$ cat config.mk
export PLATFORM = sky130hd
export DESIGN_NAME = gpio_port
export DESIGN_NICKNAME = d
export VERILOG_FILES = /design/src/rtl/gpio_port.sv
export SDC_FILE = /design/constraint.sdc
export NUM_CORES = 1
export LEC_CHECK = 0
export ABC_AREA = 1
export CORE_MARGIN = 4
export CORE_UTILIZATION = 41
export CTS_BUF_LIST = sky130_fd_sc_hd__clkbuf_8
export DETAILED_ROUTE_END_ITERATION = 6
export DONT_BUFFER_PORTS = 1
export GPL_ROUTABILITY_DRIVEN = 0
export GPL_TIMING_DRIVEN = 0
export PLACE_DENSITY = 0.62
export SYNTH_ARGS = -nofsm -noshare
export SYNTH_HDL_FRONTEND = slang
export SYNTH_SLANG_ARGS = --single-unit
$ cat constraint.sdc
create_clock -name CLK -period 0.9 [get_ports CLK]
set_input_delay 0.09 -clock CLK [delete_from_list [all_inputs] [get_ports CLK]]
set_output_delay 0.09 -clock CLK [all_outputs]
set_load 0.005 [all_outputs]
$ cat src/rtl/gpio_port.sv
// Memory-mapped GPIO: registered LED outputs, synchronised and debounced switch inputs.
// Define GPIO_IRQ_EN to build the change-detect interrupt (IRQ_STATUS, IRQ_ENABLE, IRQ).
module gpio_port #(
    parameter int OUT_WIDTH = 8,
    parameter int IN_WIDTH  = 4,
    parameter int DB_BITS   = 4
) (
    input  logic                 CLK,
    input  logic                 RESETN,
    input  logic [1:0]           ADDR,
    input  logic                 RD,
    input  logic                 WR,
    input  logic [15:0]          DOUT,
    output logic [15:0]          DIN,
    input  logic [IN_WIDTH-1:0]  PIN_IN,
    output logic [OUT_WIDTH-1:0] PIN_OUT,
    output logic                 IRQ
);

    // Bus protocol: RD and WR are single-cycle strobes with ADDR stable while high.
    // A write takes effect at the strobed edge; read data lands in DIN at the strobed
    // edge and is held until the next read. RD with WR returns the pre-write value.

    localparam logic [DB_BITS-1:0] CNT_ONE = 1;

    logic [IN_WIDTH-1:0] s1, s2, db, db_nxt;
    logic [DB_BITS-1:0]  cnt     [IN_WIDTH];
    logic [DB_BITS-1:0]  cnt_nxt [IN_WIDTH];
    logic [15:0]         rd_data;
    logic                unused_dout;

    assign unused_dout = ^DOUT;

    // A bit's counter only advances while s2 disagrees with db; any agreement restarts it.
    always_comb begin
        db_nxt = db;
        for (int i = 0; i < IN_WIDTH; i++) begin
            cnt_nxt[i] = cnt[i];
            if (s2[i] == db[i]) begin
                cnt_nxt[i] = '0;
            end else if (&cnt[i]) begin
                db_nxt[i]  = s2[i];
                cnt_nxt[i] = '0;
            end else begin
                cnt_nxt[i] = cnt[i] + CNT_ONE;
            end
        end
    end

    always_ff @(posedge CLK or negedge RESETN) begin
        if (!RESETN) begin
            s1 <= '0;
            s2 <= '0;
            db <= '0;
            for (int i = 0; i < IN_WIDTH; i++) cnt[i] <= '0;
        end else begin
            s1 <= PIN_IN;
            s2 <= s1;
            db <= db_nxt;
            for (int i = 0; i < IN_WIDTH; i++) cnt[i] <= cnt_nxt[i];
        end
    end

`ifdef GPIO_IRQ_EN
    logic [IN_WIDTH-1:0] irq_status, irq_enable, w1c;
    logic                irq_q;

    assign w1c = (WR && ADDR == 2'd2) ? DOUT[IN_WIDTH-1:0] : '0;
    assign IRQ = irq_q;

    // A new db edge overrides a simultaneous write-1-to-clear on the same bit.
    always_ff @(posedge CLK or negedge RESETN) begin
        if (!RESETN) begin
            irq_status <= '0;
            irq_enable <= '0;
            irq_q      <= 1'b0;
        end else begin
            irq_status <= (irq_status & ~w1c) | (db_nxt ^ db);
            if (WR && ADDR == 2'd3) irq_enable <= DOUT[IN_WIDTH-1:0];
            irq_q <= |(irq_status & irq_enable);
        end
    end
`else
    assign IRQ = 1'b0;
`endif

    always_comb begin
        rd_data = '0;
        case (ADDR)
            2'd0: rd_data[IN_WIDTH-1:0]  = db;
            2'd1: rd_data[OUT_WIDTH-1:0] = PIN_OUT;
`ifdef GPIO_IRQ_EN
            2'd2: rd_data[IN_WIDTH-1:0]  = irq_status;
            2'd3: rd_data[IN_WIDTH-1:0]  = irq_enable;
`endif
            default: rd_data = '0;
        endcase
    end

    always_ff @(posedge CLK or negedge RESETN) begin
        if (!RESETN) begin
            PIN_OUT <= '0;
            DIN     <= '0;
        end else begin
            if (WR && ADDR == 2'd1) PIN_OUT <= DOUT[OUT_WIDTH-1:0];
            if (RD) DIN <= rd_data;
        end
    end

endmodule

==> results of run 1 <==
==> registers in the layout (all words and copies together), names as in the netlist <==
register and flops:
s2 4, cnt 16, s1 4, PIN_OUT 8
db 4, DIN 8
==> where the power goes <==
| part | switching (mW) | internal [mW] |
|---|---|---|
| clock | 0.650 | 0.813 |
| sequential | 0.149 | 2.12 |
| combinational | 0.207 | 0.241 |
| total | 1.01 | 3.17 |
==> Yosys cell counts <==
cell type  number
buf_2           1
buf_4          10
conb_1          1
dfrtp_1        44
ha_1            4
inv_1          17
inv_2           1
inv_4           1
nand2_1        85
nand3_1        16
nand3_4         1
nand4_1         4
nor2_1         20
nor2_4          1
o21ai_1         4
xnor2_1         4
==> per-stage QoR <==
step / setup WS, ps / std cells / power [mW] / setup TNS (ps) / hold slack (ps)
finish: -48.6 / 302 / 4.18 / -167 / -519
global route: -89.6 / 302 / 4.40 / -974 / -543
CTS: -9.70 / 302 / 4.14 / -9.70 / -532
detailed placement: -64.2 / 274 / 2.58 / -405 / -205
global placement: -41.1 / 274 / 2.57 / -235 / -205
floorplan: 13.3 / 222 / 2.50 / 0 / -206
==> worst max-delay path, stage by stage (launching register included) <==
cell     delay (ps)
dfrtp_1         430
buf_4           160
nand4_1         110
nand2_1          70
nor2_2          110
==> worst max-delay path by stage <==
stage                     depth (start not counted)  startpoint       to
after detailed placement                          4      cnt[4]   cnt[7]
after global placement                            4      cnt[4]   cnt[7]
after floorplan                                   4      cnt[4]   cnt[7]
after CTS                                         3      cnt[1]   cnt[2]
final                                             4     cnt[12]  cnt[15]
after global routing                              4     cnt[12]  cnt[15]
==> final cells by class <==
class	instances	share of cell area, %
Tap cell	52	2.67
Multi-Input combinational cell	148	33.6
Clock buffer	5	2.82
Sequential cell	44	45.3
Clock inverter	3	1.59
Timing Repair Buffer	20	7.70
Inverter	19	3.03
Buffer	11	3.29
==> routing by layer <==
metal / GRT usage [%] / vias up
met4: 5.87 / 0
met1: 15.6 / 652
met5: 0 / -
met2: 22.7 / 46
li1: - / 712
met3: 6.40 / 4
==> logic make-up (layout without fill, tap and decap cells) <==
family / Yosys count / in the layout / synth area share, %
simple gates: 127 / 127 / 27.9
fa+ha+maj: 4 / 4 / 2.65
buf+inv: 30 / 58 / 8.13
compound gates: 4 / 4 / 1.06
xor+xnor: 4 / 4 / 1.85
other cells: 1 / 9 / 0.198
flops: 44 / 44 / 58.2
==> what timing repair did <==
| action | in CTS | in global routing |
|---|---|---|
| gates cloned | 0 | 0 |
| gates resized for setup | 8 | 24 |
| hold endpoints to repair | 56 | 44 |
| pin swaps | 13 | 10 |
| endpoints found under the setup margin | 16 | 20 |
| buffers inserted | 8 | 0 |
==> flow_summary_export.csv, run 1 <==
group,metric,value,unit
yosys,yosys.area.top_type_share,58.2,%
cts,clockBufferDepth,2,
die,ioPinCount,51,
cts,root_buffer,"clkbuf_8",
routing,vias,1414,
timing,finClkSkew,7.79,ps
setup_path,worst_r2r_endpoint,"cnt[15]",
global_routing,first_global_vias,1440,
setup_path,r2r_cells,4,
timing,rsz0062_at_grt,"true",
routing,totalWireLength,3.72,mm
routing,met1_length,1.49,mm
cells_and_area,layout_commonest_cell,"nand2_1",
place,numPortBuffers,0,
yosys,yosys_register_bits,44,
global_routing,grt-ovfl-total,0,
cts,clkTransAtPathRegs,80,ps
routing,via_per_inst,4.68,
timing,max_freq,1050,MHz
cells_and_area,register_area,0.00110,mm²
setup_path,cp_data_required_time,1130,ps
timing,finalCriticalPeriod,949,ps
routing,drtIter0Drc,58,
timing,drv_slew,0,
cells_and_area,final_cell_mix,"85 x nand2_1, 42 x dfrtp_1, 16 x inv_1, 16 x buf_4, 14 x nor2_1",
setup_path,critPathArrivalTime,1180,ps
yosys,syn-cell-area,0.00189,mm²
timing,hold_viol,44,
cells_and_area,layout-drive-gt1-share,24.0,%
setup_path,worstSetupPathType,"register to register",
cts,h-tree-depth,2,
timing,setup_violations,10,
cts,clock-sinks,44,
cells_and_area,syn2layout_area_growth,28.8,%
routing,top_layer,"met4",
global_routing,grt_usage,13.9,%
global_routing,grt_max_degree,45,
cells_and_area,num_antenna_cells,0,
global_routing,antenna_found_initial,0,
setup_path,worstSetupStartpointType,"register",
timing,fin_crit_sh,105,%
yosys,syn_inst,214,
die,die_x,75.9,µm
setup_path,path_max_fanout,3,
yosys,synth_area_leaders,"dfrtp_1 58%, nand2_1 17%, nand3_1 4.2%",
global_routing,grt_pass1_wl,6.57,mm
place,place_area,0.00200,mm²
flow_run,cap_violations,0,
yosys,yosysSeqAreaShare,58.2,%
routing,wl_per_cell,12.3,µm
cts,cts_tree,"yes",
status,status,"finished, violations left",
routing,firstDrtPassIters,4,
cts,ctsHoldBuffers,12,
routing,post-route-drc-count,0,
cells_and_area,nFillCells,404,
cts,clk_latency,290,ps
cells_and_area,final_area,0.00244,mm²
cts,cts_buffers,5,
power,p_per_area,1720,mW/mm²
cells_and_area,multi_input_area,820,µm²
yosys,synth.distinct_cells,16,
power,p_leak,1.22,nW
status,violations,"hold timing, setup timing",
power,irDropWorstVdd,1.50,mV
yosys,postSynthAreaPerCell,8.84,µm²
setup_path,reg2reg_slack,-50,ps
die,die_area,0.00576,mm²
timing,setup_ws,-48.6,ps
setup_path,endpoint_kind,"register",
yosys,yosys.area.top_type,"dfrtp_1",
die,dieHeight,75.9,µm
yosys,yosys_warnings,0,
cells_and_area,final_util,55.2,%
hold_path,hold_path.class,"primary input to async pin",
routing,postRouteAntennaNets,0,
die,initial_core_util,42.9,%
routing,wl_met3,338,µm
cells_and_area,nNetsFinal,279,
die,fp.coreArea,0.00441,mm²
die,rows,24,
timing,fin_worst_hold_slack,-519,ps
routing,route.met2.wl,1.83,mm
place,hpwlAfterDp,2.40,mm
setup_path,r2r-start,"cnt[12]",
(Power assumes the default switching activity.)
==> run 2: changes to the inputs <==
--- a/config.mk
+++ b/config.mk
@@ -14,6 +14,7 @@
 export GPL_ROUTABILITY_DRIVEN = 0
 export GPL_TIMING_DRIVEN = 0
 export PLACE_DENSITY = 0.62
+export REMOVE_ABC_BUFFERS = 1
 export SYNTH_ARGS = -nofsm -noshare
 export SYNTH_HDL_FRONTEND = slang
 export SYNTH_SLANG_ARGS = --single-unit
==> run 2 against run 1 <==
- total power fell by 7.6%
- global-route usage fell by 0.51 points
- cell count fell by 3.6%
- the run still ends with hold timing, setup timing left
- register-to-register slack barely moved
- non-clock buffer count fell by 11
- fmax rose by 0.70%
- critical path depth did not move
- largest cell class unchanged
- sequential share of layout area rose by 2.9 points
- routed wire length fell by 0.70%
- sequential cell count did not move
- via count fell by 2.2%
- critical path type unchanged
==> flow_summary_export.csv, run 2 (synthesized netlist as in run 1, its figures left out) <==
group,metric,value,unit
status,status,"finished, violations left",
status,violations,"hold timing, setup timing",
timing,fin_worst_hold_slack,-511,ps
setup_path,worstSetupStartpointType,"register",
cells_and_area,num_antenna_cells,0,
setup_path,critPathLaunch,"cnt[12]",
cts,cts_buffers,5,
global_routing,grt_pass1_wl,6.32,mm
cts,clock-sinks,44,
routing,via_per_inst,4.75,
cells_and_area,layout-drive-gt1-share,15.1,%
global_routing,grt_usage,13.4,%
place,hpwlAfterDp,2.28,mm
cts,ctsHoldBuffers,13,
cells_and_area,final_area,0.00229,mm²
cts,clkTransAtPathRegs,80,ps
cts,h-tree-depth,2,
setup_path,endpoint,"cnt[12]",
routing,postRouteAntennaNets,0,
place,place_area,0.00191,mm²
timing,setup_tns,-134,ps
timing,hold_viol,44,
setup_path,reg2reg_slack,-40,ps
hold_path,hold_path.class,"primary input to async pin",
cells_and_area,syn2layout_area_growth,21.0,%
die,die_x,75.9,µm
routing,post-route-drc-count,0,
global_routing,antenna_found_initial,0,
timing,fin_crit_sh,105,%
die,die_area,0.00576,mm²
timing,max_freq,1060,MHz
setup_path,cp_data_required_time,1120,ps
die,fp.coreArea,0.00441,mm²
cts,clockBufferDepth,2,
timing,finClkSkew,3.89,ps
global_routing,grt-ovfl-total,0,
cells_and_area,regMostFlops,"cnt",
cells_and_area,largest_reg_flops,16,
cells_and_area,final_util,51.8,%
cells_and_area,final_cell_mix,"85 x nand2_1, 43 x dfrtp_1, 18 x inv_1, 18 x nor2_1, 12 x dlygate4sd3_1",
cts,root_buffer,"clkbuf_8",
die,ioPinCount,51,
routing,vias,1383,
routing,drtIter0Drc,55,
routing,firstDrtPassIters,5,
power,p_per_area,1690,mW/mm²
timing,setup_violations,8,
place,numPortBuffers,0,
setup_path,endpoint_kind,"register",
timing,drv_slew,0,
cells_and_area,nNetsFinal,268,
power,p_leak,1.16,nW
power,total_power,3.86,mW
cts,clk_latency,290,ps
timing,setup_ws,-42.0,ps
flow_run,cap_violations,0,
setup_path,r2r_cells,4,
cts,cts_tree,"yes",
timing,finalCriticalPeriod,942,ps
setup_path,worst_r2r_endpoint,"cnt[12]",
die,dieHeight,75.9,µm
setup_path,critPathArrivalTime,1160,ps
setup_path,r2r-start,"cnt[12]",
setup_path,path_max_fanout,3,
setup_path,worstSetupPathType,"register to register",
power,irDropWorstVdd,1.01,mV
cells_and_area,layout_commonest_cell,"nand2_1",
routing,wl_per_cell,12.7,µm
global_routing,first_global_vias,1368,
cells_and_area,reg_top3,"cnt (16), DIN (8), PIN_OUT (8)",
timing,rsz0062_at_grt,"true",
die,initial_core_util,42.9,%
routing,totalWireLength,3.69,mm
global_routing,grt_max_degree,45,
die,rows,24,
## run 2: layout make-up
class	instances	area (µm²)
sequential	44	1100
inverter	19	73.8
timing repair buffer	20	185
tap	52	65.1
clock inverter	2	7.51
multi-input combinational	148	772
fill	391	2130
clock buffer	6	82.6
## run 2: per-layer routing
metal  part of all wire (%)  vias up  global-route usage (%)
li1                       -      690                       -
met1                     42      635                    16.4
met2                     48       51                    21.5
met3                    7.8        7                    5.21
met4                    1.7        0                    4.80
met5                      0        -                       0
## run 2: worst min path at each step
stage             end  depth (start not counted)  slack (ps)
3_5_place_dp   cnt[6]                          0        -200
4_1_cts        cnt[6]                          0        -530
3_3_place_gp   cnt[5]                          0        -200
2_1_floorplan  DIN[0]                          0        -210
6_report        db[0]                          0        -510
5_1_grt         s2[0]                          0        -540
## run 2: critical path, cell delays in order, from the launching register on
cell     delay (ps)
dfrtp_2         440
ha_4            180
nand3_2          60
nand3_2          80
nor2_2          110
## run 2: metrics by stage
stage	setup WS, ps	cells	hold slack, ps
global placement	-74.8	263	-205
floorplan	-17.7	211	-206
CTS	-8.62	290	-530
global route	-102	291	-538
detailed placement	-99.0	263	-204
finish	-42.0	291	-511
## run 2: what timing repair did
item | 4_1_cts | 5_1_grt
endpoints found under the setup margin | 16 | 20
cloned | 0 | 0
pin swaps | 13 | 5
gates resized for setup | 13 | 10
endpoints found under the hold margin | 64 | 44
buffers inserted | 6 | 1
## run 2: where the power goes
part	internal [mW]	switching, mW
sequential	2.12	0.146
clock	0.603	0.617
combinational	0.195	0.180
